File: src/rtl/in_filter_pkg.sv
// Shared types for the input-conditioning controller.
package in_filter_pkg;

  // Widest channel index needed (up to 32 channels).
  localparam int unsigned MaxChanW = 5;

  typedef enum logic [1:0] {
    IDLE = 2'd0,
    ARM  = 2'd1,
    RUN  = 2'd2
  } in_filter_state_e;

  // Event handed to the consumer.
  typedef struct packed {
    logic [MaxChanW-1:0] chan;
    logic                rise;
  } in_filter_evt_t;

endpackage

File: src/rtl/in_filter_chan.sv
// Per-channel glitch filter: tick history, stable level and edge detect.
module in_filter_chan #(
  parameter int unsigned Cycles = 4
) (
  input  logic clk_i,
  input  logic rst_ni,
  input  logic i_en,
  input  logic i_tick,
  input  logic i_s,
  output logic o_filt,
  output logic o_evt
);

  // Only the older Cycles-1 samples are stored; the oldest would shift out
  // before it is ever compared, so the window is completed by the live sample.
  logic [Cycles-2:0] r_hist;
  logic [Cycles-1:0] w_hist_d;
  logic              w_stable;
  logic              r_filt;

  // Candidate history and level-change detect.
  always_comb begin
    w_hist_d = {r_hist, i_s};
    w_stable = (w_hist_d == '0) || (w_hist_d == '1);
    o_evt    = i_en & i_tick & w_stable & (i_s != r_filt);
  end

  // Disabled channels track the input directly so enabling is event-free.
  always_ff @(posedge clk_i or negedge rst_ni) begin
    if (!rst_ni) begin
      r_hist <= '0;
      r_filt <= 1'b0;
    end else if (!i_en) begin
      r_hist <= {(Cycles-1){i_s}};
      r_filt <= i_s;
    end else if (i_tick) begin
      r_hist <= w_hist_d[Cycles-2:0];
      if (w_stable) begin
        r_filt <= i_s;
      end
    end
  end

  assign o_filt = r_filt;

endmodule

File: src/rtl/prim_flop_2sync.sv
// Two-flop synchronizer for asynchronous inputs.
module prim_flop_2sync #(
  parameter int unsigned     Width      = 16,
  parameter logic [Width-1:0] ResetValue = '0
) (
  input  logic             clk_i,
  input  logic             rst_ni,
  input  logic [Width-1:0] d_i,
  output logic [Width-1:0] q_o
);

  logic [Width-1:0] r_meta;
  logic [Width-1:0] r_sync;

  // Two register stages to settle metastability.
  always_ff @(posedge clk_i or negedge rst_ni) begin
    if (!rst_ni) begin
      r_meta <= ResetValue;
      r_sync <= ResetValue;
    end else begin
      r_meta <= d_i;
      r_sync <= r_meta;
    end
  end

  assign q_o = r_sync;

endmodule

File: src/rtl/in_filter_ctrl.sv
// Multi-channel input filter with shared prescaler and round-robin event port.
module in_filter_ctrl
  import in_filter_pkg::*;
#(
  parameter int unsigned NumChan = 8,
  parameter int unsigned Cycles  = 4,
  parameter int unsigned PrescW  = 16
) (
  input  logic                       clk_i,
  input  logic                       rst_ni,
  input  logic                       cfg_we_i,
  input  logic [PrescW-1:0]          cfg_prescale_i,
  input  logic [NumChan-1:0]         cfg_en_i,
  input  logic [NumChan-1:0]         in_i,
  output logic [NumChan-1:0]         filt_o,
  output logic                       tick_o,
  output logic                       evt_valid_o,
  input  logic                       evt_ready_i,
  output logic [$clog2(NumChan)-1:0] evt_chan_o,
  output logic                       evt_rise_o,
  output logic [NumChan-1:0]         ovf_o
);

  localparam int unsigned ChanW = $clog2(NumChan);

  in_filter_state_e r_state, w_state_d;
  logic [PrescW-1:0]  r_prescale, r_cnt, w_cnt_d;
  logic [NumChan-1:0] r_en, r_pend, r_type, r_ovf;
  logic [NumChan-1:0] w_s, w_filt, w_evt, w_pop;
  logic [ChanW-1:0]   r_rr, r_lock_chan, w_search, w_grant, w_idx_c;
  logic               r_locked, w_found, w_valid, w_hs, w_clear, w_tick;
  int unsigned        w_idx;
  in_filter_evt_t     w_out;

  prim_flop_2sync #(
    .Width      (NumChan),
    .ResetValue ('0)
  ) u_sync (
    .clk_i  (clk_i),
    .rst_ni (rst_ni),
    .d_i    (in_i),
    .q_o    (w_s)
  );

  for (genvar c = 0; c < NumChan; c++) begin : g_chan
    in_filter_chan #(
      .Cycles (Cycles)
    ) u_chan (
      .clk_i  (clk_i),
      .rst_ni (rst_ni),
      .i_en   (r_en[c]),
      .i_tick (w_tick),
      .i_s    (w_s[c]),
      .o_filt (w_filt[c]),
      .o_evt  (w_evt[c])
    );
  end

  // Configuration registers.
  always_ff @(posedge clk_i or negedge rst_ni) begin
    if (!rst_ni) begin
      r_prescale <= '0;
      r_en       <= '0;
    end else if (cfg_we_i) begin
      r_prescale <= cfg_prescale_i;
      r_en       <= cfg_en_i;
    end
  end

  // FSM state and prescaler counter registers.
  always_ff @(posedge clk_i or negedge rst_ni) begin
    if (!rst_ni) begin
      r_state <= IDLE;
      r_cnt   <= '0;
    end else begin
      r_state <= w_state_d;
      r_cnt   <= w_cnt_d;
    end
  end

  // Next state, prescaler count and sample tick.
  always_comb begin
    w_state_d = r_state;
    w_cnt_d   = r_cnt;
    w_tick    = 1'b0;
    unique case (r_state)
      IDLE: w_cnt_d = '0;
      ARM: begin
        w_state_d = RUN;
        w_cnt_d   = '0;
      end
      RUN: begin
        w_tick  = (r_cnt == r_prescale);
        w_cnt_d = w_tick ? '0 : r_cnt + PrescW'(1);
      end
      default: w_state_d = IDLE;
    endcase
    if (cfg_we_i) begin
      w_state_d = (cfg_en_i != '0) ? ARM : IDLE;
      w_cnt_d   = '0;
    end
  end

  // Round-robin search from rr pointer; grant is held while the consumer stalls.
  always_comb begin
    w_found  = 1'b0;
    w_search = '0;
    w_idx    = 0;
    w_idx_c  = '0;
    for (int unsigned i = 0; i < NumChan; i++) begin
      w_idx   = (32'(r_rr) + i) % NumChan;
      w_idx_c = ChanW'(w_idx);
      if (!w_found && r_pend[w_idx_c]) begin
        w_found  = 1'b1;
        w_search = w_idx_c;
      end
    end
    w_valid = |r_pend;
    w_grant = r_locked ? r_lock_chan : w_search;
    w_hs    = w_valid & evt_ready_i;
    w_clear = cfg_we_i | (r_state == ARM);
    w_pop   = '0;
    if (w_hs) begin
      w_pop[w_grant] = 1'b1;
    end
    w_out.chan = MaxChanW'(w_grant);
    w_out.rise = w_valid & r_type[w_grant];
  end

  // Pending events, event type and sticky overflow per channel.
  always_ff @(posedge clk_i or negedge rst_ni) begin
    if (!rst_ni) begin
      r_pend <= '0;
      r_type <= '0;
      r_ovf  <= '0;
    end else if (w_clear) begin
      r_pend <= '0;
      r_ovf  <= '0;
    end else begin
      for (int unsigned c = 0; c < NumChan; c++) begin
        if (w_evt[c]) begin
          r_pend[c] <= 1'b1;
          r_type[c] <= w_s[c];
          if (r_pend[c] && !w_pop[c]) begin
            r_ovf[c] <= 1'b1;
          end
        end else if (w_pop[c]) begin
          r_pend[c] <= 1'b0;
        end
      end
    end
  end

  // Arbiter pointer and grant lock.
  always_ff @(posedge clk_i or negedge rst_ni) begin
    if (!rst_ni) begin
      r_rr        <= '0;
      r_locked    <= 1'b0;
      r_lock_chan <= '0;
    end else begin
      if (w_hs) begin
        r_rr <= (w_grant == ChanW'(NumChan - 1)) ? '0 : w_grant + ChanW'(1);
      end
      r_locked    <= w_valid & ~evt_ready_i & ~w_clear;
      r_lock_chan <= w_grant;
    end
  end

  assign filt_o      = w_filt;
  assign tick_o      = w_tick;
  assign evt_valid_o = w_valid;
  assign evt_chan_o  = ChanW'(w_out.chan);
  assign evt_rise_o  = w_out.rise;
  assign ovf_o       = r_ovf;

endmodule

File: config.mk
export PLATFORM = sky130hd
export DESIGN_NAME = in_filter_ctrl
export DESIGN_NICKNAME = d
export VERILOG_FILES = /design/src/rtl/in_filter_pkg.sv /design/src/rtl/in_filter_chan.sv /design/src/rtl/prim_flop_2sync.sv /design/src/rtl/in_filter_ctrl.sv
export SDC_FILE = /design/constraint.sdc
export NUM_CORES = 1
export LEC_CHECK = 0
export CAP_MARGIN = 40
export CORE_MARGIN = 2
export CORE_UTILIZATION = 52
export CTS_BUF_LIST = sky130_fd_sc_hd__clkbuf_16
export DETAILED_ROUTE_END_ITERATION = 6
export DONT_BUFFER_PORTS = 1
export PLACE_DENSITY = 0.76
export SYNTH_ARGS = -nofsm -noshare
export SYNTH_HDL_FRONTEND = slang
export SYNTH_SLANG_ARGS = --single-unit
export TNS_END_PERCENT = 20
File: constraint.sdc
create_clock -name clk_i -period 4.75 [get_ports clk_i]
set_input_delay 0.475 -clock clk_i [delete_from_list [all_inputs] [get_ports clk_i]]
set_output_delay 0.475 -clock clk_i [all_outputs]
set_load 0.02 [all_outputs]
==> results.cfg, run 1 <==
[run_status]
status = completed

[cells_and_area]
drive_above_1_share_pct = 20.3
final_cell_mix = dfrtp_1, nand2_1, mux2_2
fin_area_um2 = 6940
fin_cells = 744
nets = 624
n_antenna_cell = 0
layout_commonest_cell = dfrtp_1
post-route-util_pct = 58.3
syn_to_final_growth_pct = 10.4

[job]
maxCapViolations = 0

[floorplanning]
die_h_um = 114
pin_count = 58
die_w_um = 114
core.rowCount = 40
die_area_um2 = 13000
core_um2 = 11900
start_util_pct = 52.8

[global_route]
overflow = 0
grt_util_met1_pct = 29.2
grt_pass1_vias = 4359
grt_first_pass_wirelength_um = 22300
grt_max_degree = 122
use_met2_pct = 35.2
gr-max-usage-layer = met2
antenna_found_initial = 0
grt_usage_pct = 22.3
met3_usage_pct = 6.22

[place]
gp_routability_congestion = 0.904
post_dp_cell_area_um2 = 6360
port_buffers = 0
dp_hpwl_um = 9420
dp_cells = 711

[clock_network]
cts_setup_buffers = 0
clkTransAtPathRegs_ns = 0.06
cts.sinks = 121
cts_root_buffer = clkbuf_16
worstSkewPairLatency_ns = 0.41
numCtsBuffers = 17
clk_path_buf_depth = 2
h-tree-depth = 4
cts_tree = built

[power]
clkPwrFrac_pct = 46.4
seqPwrFrac_pct = 47.6
p_sw_share_pct = 24.4
p_leak_uw = 0.00291
combinationalPowerShare_pct = 6.0
p_int_uw = 1890
powerDensity_nw_per_um2 = 359
ir_drop_v = 0.000303
power_uw = 2490
power.net_switching_uw = 609

[drt]
vias = 4522
drt_first_iter_violations = 380
final_antenna_net_count = 0
first_pass_iters = 5
routed_via_density = 6.08
wire_per_inst_um = 18.6
remaining_drc_errors = 0
wirelength_um = 13800

[sta]
fmax_mhz = 225
skew_ns = 0.00887
slew_headroom_pct = 53.1
maxSlewViolCount = 0
layout_min_cycle_time_ns = 4.45
worst_slew_pin_slew_ns = 0.702
hold_violations = 0
period_share_pct = 93.7
finalSetupViolCount = 0
setup_tns_ns = 0
rsz0062_at_grt = false

[synth]
synthesis.area_um2 = 6290
synth_edf_count = 0
synthDistinctLibCells = 55
yosysSeqAreaShare_pct = 48.1
synth-seq-cells = 121
syn_nets = 627
avgSynthCellArea_um2 = 10.7
yosysWarnings = 0
async_flop_share_pct = 100
postSynthCellCount = 587
synth_ff_type = dfrtp_1

[hold_path]
hp-class = in2async

[setup_path]
worstSetupStartpointType = flop
cp_data_required_time_ns = 4.28
endpoint_kind = output pin
path_max_fanout = 20
cp_data_arrival_time_ns = 3.98
worstSetupPathType = reg2out
==> worst max-delay path: stages (launching register included) <==
cell      delay, ns
dfrtp_1        0.34
buf_4          0.29
mux4_2         0.61
mux2_2         0.34
or3b_4         0.40
nor4b_4        0.32
a211oi_1       0.10
o31a_1         0.37
inv_2          0.11
or2_1          0.14
nor2_1         0.06
nor4b_2        0.28
buf_4          0.19
==> layer usage <==
metal	share of wire, %	up-vias
met5	0	-
met4	2.2	0
met3	6.1	28
met2	49	152
met1	43	2245
li1	-	2097
==> worst paths after layout <==
path / startpoint / endpoint / slack, ns / depth (start not counted)
worst max-delay path: r_rr[0] / evt_rise_o / 0.30 / 12
worst min-delay path: rst_ni / g_chan[5].u_chan.r_hist[0] / 0.02 / 1
worst max register to register: r_rr[0] / r_pend[5] / 1.12 / 11
worst min register to register: u_sync.r_meta[5] / u_sync.q_o[5] / 0.34 / 0
max in group asynchronous: rst_ni / r_cnt[0] / 4.29 / 1
min in group clk_i: in_i[5] / u_sync.r_meta[5] / 0.09 / 0
==> sequential cells by signal, summed over array words and instances (netlist names) <==
signal / cells
g_chan.u_chan.r_hist: 24
r_cnt: 16
r_prescale: 16
g_chan.u_chan.o_filt: 8
ovf_o: 8
r_en: 8
r_pend: 8
r_type: 8
u_sync.q_o: 8
u_sync.r_meta: 8
r_lock_chan: 3
r_rr: 3
r_state: 2
r_locked: 1
==> synth_stat cells (9+ instances only) <==
cell,n,area (µm²)
a21oi_1,17,85.1
a31oi_1,15,93.8
buf_4,9,67.6
clkbuf_1,15,56.3
dfrtp_1,121,3030
inv_1,11,41.3
mux2_2,57,642
mux2i_1,16,160
mux4_2,11,248
nand2_1,83,312
nand3_1,10,50.1
nor2_1,42,158
nor4_1,13,81.3
o21ai_0,29,145
xnor2_1,22,193
xor2_1,17,149
==> repair_timing <==
action,4_1_cts,5_1_grt
gates resized for setup,0,4
hold buffers,1,0
endpoints found under the hold margin,121,0
endpoints found under the setup margin,0,1
==> cell families after synthesis <==
family          Yosys count  share of synthesized area (%)
buf+inv                  43                           3.38
mux                      86                           17.5
compound gates           99                           9.57
flops                   121                           48.1
xor+xnor                 39                           5.43
simple gates            195                           15.2
fa+ha+maj                 4                          0.796
==> final cells by class <==
cell class              count  area [µm²]
repair buffers              8        80.1
multi-input cells         423        3060
fillers                   954        4970
clock buffers              17         425
inverters                  13        48.8
clock inverters            15         114
well taps                 147         184
flip-flops and latches    121        3030
==> per-stage QoR <==
step / setup WS [ns] / hold WS [ns]
floorplan: 0.487 / 0.179
global placement: 0.659 / 0.182
detailed placement: 0.493 / 0.182
CTS: 0.0508 / 0.0393
global route: 0.0952 / 0.0556
finish: 0.298 / 0.0205
==> power by group through the flow <==
stage               Combinational [µW]  Sequential (µW)  Clock (µW)
global route                       171             1190        1230
detailed placement                 128             1200           0
CTS                                151             1180        1180
finish                             150             1190        1160
floorplan                          143             1170           0
global placement                   121             1190           0
(Power assumes the default switching activity.)
==> run 2: changes to the inputs <==
--- a/config.mk
+++ b/config.mk
@@ -14,5 +14,6 @@
 export PLACE_DENSITY = 0.76
 export SYNTH_ARGS = -nofsm -noshare
 export SYNTH_HDL_FRONTEND = slang
+export SYNTH_HIERARCHICAL = 1
 export SYNTH_SLANG_ARGS = --single-unit
 export TNS_END_PERCENT = 20
==> results.cfg, run 2 <==
[drt]
first_pass_iters = 6
drt_first_iter_violations = 409
wirelength_um = 14900
routed_via_density = 6.02
vias = 4848
final_antenna_net_count = 0
wire_per_inst_um = 18.5
remaining_drc_errors = 0

[power]
combinationalPowerShare_pct = 6.0
powerDensity_nw_per_um2 = 351
clkPwrFrac_pct = 49.0
p_leak_uw = 0.00307
p_int_uw = 2010
ir_drop_v = 0.000306
p_sw_share_pct = 23.9
seqPwrFrac_pct = 45.0
power.net_switching_uw = 630

[floorplanning]
start_util_pct = 53.1
die_h_um = 117
die_w_um = 117
die_area_um2 = 13800
core_um2 = 12600
core.rowCount = 41
pin_count = 58

[clock_network]
numCtsBuffers = 17
clkTransAtPathRegs_ns = 0.05
cts_setup_buffers = 0
cts_root_buffer = clkbuf_16
h-tree-depth = 4
clk_path_buf_depth = 2
worstSkewPairLatency_ns = 0.41
cts.sinks = 121
cts_tree = built

[cells_and_area]
layout_commonest_cell = dfrtp_1
drive_above_1_share_pct = 20.9
syn_to_final_growth_pct = 12.7
largest_reg_flops = 24
top_register = g_chan.u_chan/r_hist
nets = 660
final_cell_mix = dfrtp_1, nand2_1, mux2_2
fin_cells = 805
top_regs = g_chan.u_chan/r_hist x24, r_cnt x16, r_prescale x16
post-route-util_pct = 59.8
n_antenna_cell = 0

[global_route]
overflow = 0
grt_pass1_vias = 4731
grt_usage_pct = 22.9
grt_first_pass_wirelength_um = 23900
grt_max_degree = 122
antenna_found_initial = 0

[synth]
synthesis.area_um2 = 6670
yosysMostFrequentCell = dfrtp_1
avgSynthCellArea_um2 = 10.8
synth_compound_area_share_pct = 12.4
synth_top_family_by_area = multiplexers
synth_top_area_share_pct = 45.4
synth-simple-area-share_pct = 16.8
synthDistinctLibCells = 65
postSynthCellCount = 617
muxShareOfSynthArea_pct = 17.5
async_flop_share_pct = 100
synthTopCellsByCount = dfrtp_1, nand2_1, mux2_2
synth-seq-cells = 121
yosysSeqAreaShare_pct = 45.4
yosysTopAreaCell = dfrtp_1
synth_xor_area_share_pct = 4.71
yosysWarnings = 6
synth_edf_count = 0
syn_nets = 657
synth.area.top_cells = dfrtp_1, mux2_2, mux4_2
synth_fa_ha_area_share_pct = 0.750
synth_ff_type = dfrtp_1

[setup_path]
endpoint_kind = output pin
rrSetupSlack_ns = 1.04
r2r_cells = 13
cp_data_required_time_ns = 4.28
worstSetupPathType = reg2out
path_max_fanout = 12
r2r-start = r_rr[0]
worstSetupStartpointType = flop
cp_data_arrival_time_ns = 3.87
r2r-end = r_rr[0]
cp-startpoint = r_rr[0]

[job]
maxCapViolations = 0

[sta]
period_share_pct = 91.5
layout_min_cycle_time_ns = 4.35
hold_violations = 0
setup_tns_ns = 0
finalSetupViolCount = 0
maxSlewViolCount = 0
fmax_mhz = 230
skew_ns = 0.00683
setup_slack_ns = 0.405
slew_headroom_pct = 47.7
worst_slew_pin_slew_ns = 0.782
rsz0062_at_grt = false

[place]
dp_hpwl_um = 10400
dp_cells = 772
gp_routability_congestion = 0.876
port_buffers = 0
preCtsSetupSlack_ns = 0.567

[run_status]
status = completed

[hold_path]
hp-class = in2async
## run 2: power groups by stage
stage,combinational [µW],clock (µW),sequential (µW)
6_report,158,1290,1190
5_1_grt,176,1360,1200
4_1_cts,160,1310,1190
3_5_place_dp,135,0,1200
3_3_place_gp,128,0,1200
2_1_floorplan,121,0,1180
## run 2: repair_timing
item,4_1_cts,5_1_grt
hold endpoints to repair,121,0
hold buffers,1,0
setup endpoints to repair,0,1
gates resized for setup,0,3
## run 2: critical path, stage by stage, from the launching register on
cell and delay (ns):
dfrtp_1 0.34, inv_1 0.14, ha_4 0.43, mux4_2 0.60
nor2b_1 0.18, o21ai_0 0.32, mux2i_1 0.13, a221oi_1 0.21
o22ai_1 0.15, a221o_1 0.34, a311o_1 0.32, a21boi_1 0.13
buf_4 0.16
## run 2: worst max-delay path by stage
stage	to	slack [ns]	cells past startpoint
2_1_floorplan	evt_rise_o	0.71	14
3_3_place_gp	evt_rise_o	0.59	12
3_5_place_dp	evt_rise_o	0.57	12
4_1_cts	evt_rise_o	0.10	12
5_1_grt	evt_rise_o	0.13	12
6_report	evt_rise_o	0.40	12
## run 2: layout make-up
| type | count | area [µm²] |
|---|---|---|
| clock inverters | 15 | 176 |
| fillers | 978 | 5050 |
| flip-flops and latches | 121 | 3030 |
| multi-input cells | 459 | 3510 |
| repair buffers | 12 | 123 |
| clock buffers | 17 | 425 |
| well taps | 172 | 215 |
| inverters | 9 | 33.8 |
## run 2: layer usage
metal	wire [µm]	share of wire, %	vias up	track usage (%)
met2	7360	49	129	37.9
met5	0	0	-	0
met3	657	4.4	27	5.46
li1	-	-	2281	-
met1	6450	43	2411	29.1
met4	420	2.8	0	9.10
## run 2: metrics by stage
| stage | total power, µW | hold slack [ns] | cell area, µm² |
|---|---|---|---|
| floorplan | 1300 | 0.179 | 6680 |
| global placement | 1320 | 0.183 | 6870 |
| detailed placement | 1340 | 0.182 | 6870 |
| CTS | 2660 | 0.0513 | 7500 |
| global route | 2740 | 0.0701 | 7520 |
| finish | 2640 | 0.0206 | 7520 |
## run 2: cells by family after synthesis
group | count (synthesis)
buf+inv | 37
xor+xnor | 35
simple gates | 209
flops | 121
fa+ha+maj | 4
mux | 90
compound gates | 121
==> run 3: changes to the inputs <==
--- a/config.mk
+++ b/config.mk
@@ -12,6 +12,7 @@
 export DETAILED_ROUTE_END_ITERATION = 6
 export DONT_BUFFER_PORTS = 1
 export PLACE_DENSITY = 0.76
+export RECOVER_POWER = 25
 export SYNTH_ARGS = -nofsm -noshare
 export SYNTH_HDL_FRONTEND = slang
 export SYNTH_HIERARCHICAL = 1
==> results.cfg, run 3 (synthesis gave the netlist of run 2 again) <==
[cells_and_area]
top_register = g_chan.u_chan/r_hist
drive_above_1_share_pct = 20.9
layout_commonest_cell = dfrtp_1
final_cell_mix = dfrtp_1, nand2_1, mux2_2
top_regs = g_chan.u_chan/r_hist x24, r_cnt x16, r_prescale x16
nets = 660
post-route-util_pct = 59.6
n_antenna_cell = 0
syn_to_final_growth_pct = 12.3
largest_reg_flops = 24

[place]
port_buffers = 0
gp_routability_congestion = 0.876
dp_hpwl_um = 10400

[power]
p_leak_uw = 0.00306
ir_drop_v = 0.000306
power_uw = 2640
powerDensity_nw_per_um2 = 352

[clock_network]
cts_root_buffer = clkbuf_16
worstSkewPairLatency_ns = 0.41
cts_tree = built
numCtsBuffers = 17
cts.sinks = 121
cts_setup_buffers = 0
h-tree-depth = 4
clkTransAtPathRegs_ns = 0.06
clk_path_buf_depth = 2

[setup_path]
critPathMaxStageDelay_ns = 0.60
critPathSlowestCell = mux4_2
crit_family = compound AO/OA/AOI/OAI gates
path_max_fanout = 12
endpoint_kind = output pin
crit_buf_inv = 2
cp_data_required_time_ns = 4.28
worstSetupStartpointType = flop
cp_data_arrival_time_ns = 3.86
worstSetupPathType = reg2out
worstPathCellList = inv_1, ha_4, mux4_2, nor2b_1, o21ai_0, mux2i_1, a221oi_1, o22ai_1, a221o_1, a311o_1, a21boi_1, buf_4

[sta]
hold_violations = 0
finalSetupViolCount = 0
fmax_mhz = 231
layout_min_cycle_time_ns = 4.34
slew_headroom_pct = -93.6
setup_tns_ns = 0
worst_slew_pin_slew_ns = 2.90
holdWs_ns = 0.0891
rsz0062_at_grt = false
maxSlewViolCount = 122
period_share_pct = 91.3
skew_ns = 0.00684

[drt]
wire_per_inst_um = 18.6
wl_met2_um = 7350
final_antenna_net_count = 0
routed_via_density = 6.01
drt_first_iter_violations = 381
met1_length_um = 6540
vias = 4838
remaining_drc_errors = 0
highest_layer = met4
first_pass_iters = 7
wl_met3_um = 646
wirelength_um = 15000

[global_route]
grt_first_pass_wirelength_um = 23900
overflow = 0
grt_pass1_vias = 4731
grt_usage_pct = 22.9
antenna_found_initial = 0
grt_max_degree = 122

[floorplanning]
start_util_pct = 53.1
core.rowCount = 41
die_area_um2 = 13800
core_um2 = 12600
die_h_um = 117
die_w_um = 117
pin_count = 58

[hold_path]
hp-class = in2reg

[run_status]
status = complete, but fails checks
violations = capacitance limit, slew limit

[job]
maxCapViolations = 1
[run 3: cell count changes in the layout (fill, tap and decap cells not counted), sizes merged]
cell,change
clkbuf,+1
buf,-1
[run 3: layout make-up]
cell class | instances | area [µm²]
inverter | 9 | 33.8
tap | 172 | 215
clock inverter | 15 | 176
timing repair buffer | 12 | 100
sequential | 121 | 3030
multi-input combinational | 459 | 3510
fill | 981 | 5070
clock buffer | 17 | 425
[run 3: through the flow]
stage	area, µm²	cells	setup slack, ns
floorplan	6680	617	0.711
global placement	6870	772	0.592
detailed placement	6870	772	0.567
CTS	7500	805	0.105
global route	7490	805	0.132
finish	7490	805	0.414
[run 3: per-layer routing]
metal	vias up	GRT usage (%)
met5	-	0
li1	2280	-
met4	0	9.10
met2	127	37.9
met3	29	5.46
met1	2402	29.1
[run 3: path summary, 6_finish.rpt]
kind                               endpoint              from  slack [ns]  cells after the start
max in group asynchronous         r_type[7]            rst_ni        2.05                      1
min                        u_sync/r_meta[1]           in_i[1]        0.09                      0
min in group asynchronous          r_cnt[5]            rst_ni        0.99                      1
max                              evt_rise_o           r_rr[0]        0.41                     12
max reg2reg                         r_rr[1]           r_rr[0]        1.05                     12
min reg2reg                   u_sync/q_o[7]  u_sync/r_meta[7]        0.35                      0
[run 3: what timing repair did]
action,CTS,global route
resized for setup,0,3
hold buffers,1,0
endpoints found under the setup margin,0,1
hold endpoints to repair,121,0
[run 3: where the power goes]
| part | switching, µW | internal [µW] | total (µW) | leakage (µW) |
|---|---|---|---|---|
| sequential | 87.5 | 1100 | 1190 | 0.00152 |
| combinational | 72.6 | 82.8 | 155 | 0.00126 |
| clock | 472 | 824 | 1300 | 0.000279 |
| total | 632 | 2010 | 2640 | 0.00306 |
